### config.mk
export PLATFORM = sky130hd
export DESIGN_NAME = pattern_det
export DESIGN_NICKNAME = d
export VERILOG_FILES = /design/src/rtl/pattern_det.sv
export SDC_FILE = /design/constraint.sdc
export NUM_CORES = 1
export LEC_CHECK = 0
export ABC_AREA = 1
export CAP_MARGIN = 25
export CORE_AREA = 2 2 39 41
export DETAILED_ROUTE_END_ITERATION = 7
export DIE_AREA = 0 0 41 43
export SYNTH_ARGS = -nofsm -noshare
export SYNTH_HDL_FRONTEND = slang
export SYNTH_SLANG_ARGS = --single-unit
### constraint.sdc
create_clock -name clk -period 1 [get_ports clk]
set_clock_uncertainty 0.05 [all_clocks]
set_input_delay 0.15 -clock clk [delete_from_list [all_inputs] [get_ports clk]]
set_output_delay 0.15 -clock clk [all_outputs]
set_load 0.05 [all_outputs]
### src/rtl/pattern_det.sv
// Purpose: Moore detector flagging every overlapping occurrence of serial pattern 1-0-1-1-0.
// Latency: pattern rises just after the edge that accepts the final '0' and holds until the next accepted bit.
// Backpressure: none; valid_i low freezes the FSM, so pattern holds through gaps.
module pattern_det (
    input  logic clk,
    input  logic rst,
    input  logic d_i,
    input  logic valid_i,
    output logic pattern
);

    // Binary encoding; codes 6 and 7 are unreachable and recover to IDLE.
    typedef enum logic [2:0] {
        IDLE  = 3'd0,
        S1    = 3'd1,
        S10   = 3'd2,
        S101  = 3'd3,
        S1011 = 3'd4,
        DET   = 3'd5
    } state_t;

    state_t state;
    state_t state_nxt;

    // State register with synchronous reset that overrides data and valid.
    always_ff @(posedge clk) begin
        if (rst) begin
            state <= IDLE;
        end else begin
            state <= state_nxt;
        end
    end

    // Next state: longest suffix of accepted bits that is a prefix of 10110.
    always_comb begin
        state_nxt = state;
        case (state)
            IDLE: begin
                if (valid_i) begin
                    state_nxt = d_i ? S1 : IDLE;
                end
            end
            S1: begin
                if (valid_i) begin
                    state_nxt = d_i ? S1 : S10;
                end
            end
            S10: begin
                if (valid_i) begin
                    state_nxt = d_i ? S101 : IDLE;
                end
            end
            S101: begin
                // "1010" still ends in the prefix "10".
                if (valid_i) begin
                    state_nxt = d_i ? S1011 : S10;
                end
            end
            S1011: begin
                // "10111" only keeps the trailing "1".
                if (valid_i) begin
                    state_nxt = d_i ? S1 : DET;
                end
            end
            DET: begin
                // A following '1' reuses the trailing "10" of the match.
                if (valid_i) begin
                    state_nxt = d_i ? S101 : IDLE;
                end
            end
            default: begin
                state_nxt = IDLE;
            end
        endcase
    end

    // Output is a pure decode of the state register; no input terms.
    always_comb begin
        pattern = (state == DET);
    end

endmodule

After elaboration in Yosys (flattened, before gate mapping)
Index checks and enable logic that the tools add are counted.
- flip-flop bits (word level): 3
- input bits: 4
- word-level logic and storage cells: 25
- equality and inequality tests: 10
- muxes and demuxes: 11
- reduce and logical (&&, ||, !) cells: 3
- operator list (operator ; number):
    two-way mux 3 bit ; 7
    case mux 3 bit (5 select lines) ; 1
    inequality test 2 bit (second input constant) ; 4
    equality test 3 x 2 -> 1 bit (second input constant) ; 2
    equality test 3 bit (second input constant) ; 2
    AND reduction 5 bit ; 1
    two-way mux 2 bit ; 2
    equality test 3 x 1 -> 1 bit (second input constant) ; 1
    logical NOT 3 bit ; 1
    inequality test 2 x 1 -> 1 bit (second input constant) ; 1
    OR reduction 2 bit ; 1
    two-way mux 1 bit ; 1

Longest topological paths before layout
- word-level depth: 4
- depth in mapped cells: 5

Worst setup path after synthesis
No wires, ideal clock.
- kind: register to output
- from: reg state[1]
- to: out pattern
- data arrival time: 0.802 ns
- slack: -0.002 ns
- cell stages (with the launch flop): 4
- path buffers: 0
- cell sequence: dfxtp_1 > inv_1 > nand3_1 > inv_1
- word-level cells in the longest chain between the ends: 1
- ends and longest elaborated chain (element ; line ; text):
    start, declared ; 22 ; state_t state;
    start signal, assigned ; 30 ; state <= state_nxt;
    equality test 3 bit ; 79 ; pattern = (state == DET);
    end, declared ; 9 ; output logic pattern
Every way passes these cells.

Final worst setup path
Same ends and word-level chain as after synthesis.

==> impl_results.md <==
- Post-synthesis sequential area ratio: 0.333
- Routed Antenna Nets: 0
- CTS max path bufs: 2
- Post-Synth Adder-Cell Area: 0
- Routability congestion estimate: between 0.8 and 0.9
- Die area: between 0.0015 and 0.002 mm²
- Crit. path cell count: 4
- Pins Over Slew Limit: 0
- RSZ-0062 raised after global routing: true
- Critical path origin: state[1]$_SDFFE_PP0P_
- Max reg flops: 3
- # Max-Cap Violations: 0
- Largest Register: state
- Layout cells sized above 1: 0.556
- Worst path top cell family by delay: flip-flops
- Compound-cell area share of the yosys netlist: 0.139
- Largest net degree at the start of global routing: 6
- Max frequency: ~900 MHz
- Synthesized instance count: 31
- Switch Pwr: between 100 and 150 µW
- Sequential share of power: 0.314
- Status: complete, but fails checks
- Drt pass-1 iters: 4
- Pwr/cell area: between 1000 and 1500 mW/mm²
- Initial Utilization: 0.130
- Total track usage: 0.0772
- Vias/cell: 4.13
- Worst slew margin: 0.883
- # clock sinks: 3
- R2r startpoint: state[1]$_SDFFE_PP0P_
- CTS Buf Count: 3
- Clk Latency, worst-skew pair: between 0.2 and 0.25 ns
- Final cell count without fillers: 61
- Io pins: 5
- Minimum clock period: between 1 and 1.5 ns
- Initial antenna violation count: 0
- Hold-fix buffer count after cts: 0
- Reg2Reg Setup Slack: -0.08 ns
- Placed cells: 54
- CP max-delay cell: dfxtp_4
- Post-route DRC violation count: 0
- Row count: 14
- #FFs+latches synth: 3
- Final worst slack: -0.110 ns
- Combinational power share: 0.202
- Synth Net Count: 35
- Max stage delay on crit path: 0.35 ns
- Iteration-0 DRC Markers: 7
- WL final: between 500 and 600 µm
- Worst R2R Path Depth: 6
- CP bufs+invs: 3
- Largest family of logic cells by synthesized area: simple AND/OR/NAND/NOR gates
- Largest regs: state x3
- TritonCTS clock tree: built
- Clk slew on worst S/H paths: about 0.030 ns
- Fin crit share: 1.11
- Clock root buffer: clkbuf_4
- Fill cells: about 150
- Crit Path Category: reg -> out
- Worst setup path end: pattern
- Worst Path Max Fanout: 2
- Mux cell area share after synthesis: 0
- Startpoint Class: flip-flop
- Vias in the first global route: approximately 230
- Die width: just over 40 µm
- Failing checks: negative setup slack
- Synth Area in Simple Gates: 0.403
- Critical Path RT: approximately 0.80 ns
- Synthesized area: around 180 µm²
- Final setup violation count: 4
- Sw Share: 0.253
- Drt wl/cell: roughly 8.6 µm
- Clock network power share: 0.484
- Reg-to-Reg End: state[1]$_SDFFE_PP0P_
- P_int: approximately 320 µW
- Layout area overhead: 110%
- Antenna diode count: 0
- Final hold vios: 0
- Leakage power: between 0.1 and 0.15 nW
- Sum Neg Setup Slack: -0.271 ns
- DR vias: roughly 250
- Setup crit end kind: output pin
- Port bufs: 4
- Crit-path cells: inv_4, nand3_4, clkinvlp_4, buf_12
- H-tree level count: 1
- First-pass GRT wire length: approximately 860 µm
- Remaining Overflow, GRT: 0
- Die Ht: 43 µm
- Worst min path class: in -> reg
- Mean Syn Cell Area: between 5 and 6 µm²
- Worst-Margin Slew: about 0.18 ns
- Synth Area in XOR/XNOR: 0
- Worst VDD drop: roughly 0.45 mV
- Netlist cell types: 5
- Hpwl dp: between 300 and 400 µm
- Core ar.: between 0.001 and 0.0015 mm²
- Critical Path AT: 0.91 ns
- Final net count: 50
- Synthesis Warnings: 0
[how the worst min path moves through the flow]
| stage | to | slack [ns] | cells past startpoint | from |
|---|---|---|---|---|
| floorplan | state[1]$_SDFFE_PP0P_ | 0.16 | 1 | rst |
| CTS | state[1]$_SDFFE_PP0P_ | 0.47 | 2 | rst |
| global placement | state[1]$_SDFFE_PP0P_ | 0.46 | 2 | state[1]$_SDFFE_PP0P_ |
| finish | state[2]$_SDFFE_PP0P_ | 0.51 | 2 | rst |
| detailed placement | state[1]$_SDFFE_PP0P_ | 0.46 | 2 | state[1]$_SDFFE_PP0P_ |
| global route | state[2]$_SDFFE_PP0P_ | 0.52 | 2 | rst |
[power by group through the flow]
stage	registers [mW]	logic, mW	clock network, mW
after floorplan	0.137	0.0283	0
after global placement	0.138	0.0588	0
after detailed placement	0.138	0.0592	0
after CTS	0.133	0.0762	0.219
after global routing	0.135	0.0937	0.231
final	0.134	0.0860	0.206
[cells by family after synthesis]
logic type | after synthesis
AOI/OAI and AO/OA | 5
DFF | 3
buffers and inverters | 6
and+or+nand+nor | 17
[final cells by class]
cell class                      instances  area, µm²  share of cell area
Multi-Input combinational cell         22        136               0.360
Timing Repair Buffer                   10       98.8               0.261
Sequential cell                         3       68.8               0.182
Inverter                                6       28.8              0.0759
Clock buffer                            4       26.3              0.0693
Tap cell                               16       20.0              0.0528
[stage by stage]
stage               total power, mW  area (µm²)  hold WS [ns]  worst slack, ns   util
finish                        0.426         379         0.507           -0.110  0.274
global route                  0.459         379         0.516           -0.154  0.274
CTS                           0.428         358         0.466           -0.122  0.259
detailed placement            0.197         278         0.458           -0.161  0.201
global placement              0.196         278         0.462           -0.159  0.201
floorplan                     0.165         185         0.162           0.0178      -
[worst reg2reg max path, stage by stage (launching register included)]
cell and delay [ns]:
dfxtp_4 0.34, buf_4 0.15, buf_4 0.13, nand3_1 0.07
nand3_1 0.06, nand2_1 0.10, a21oi_2 0.06
[cells in the mapped netlist]
cell type / n / area [µm²]
inv_1: 6 / 22.5
dfxtp_1: 3 / 60.1
a21oi_1: 5 / 25.0
nand2_1: 10 / 37.5
nand3_1: 7 / 35.0
[layout by cell type, fill, tap and decap left out, types with 2 or more instances in the layout]
cell             synthesis  routed
clkbuf_4                 0       3
dfxtp_4                  0       2
inv_1                    6       2
nand2_1                 10       9
nand3_1                  7       5
buf_4                    0       5
a21oi_2                  0       5
inv_2                    0       2
clkdlybuf4s50_1          0       3
[layer usage]
metal	GRT usage	vias up	wire, µm
met5	0	-	0
met2	0.106	7	273
met1	0.0801	117	223
met4	0.0800	0	0
li1	-	128	-
met3	0.0314	0	26
[what timing repair did]
action | in CTS | in global routing
pin swaps | 0 | 3
gates resized for setup | 11 | 7
setup buffers | 3 | 0
setup endpoints to repair | 2 | 4
Power figures use the tool's default switching activity.
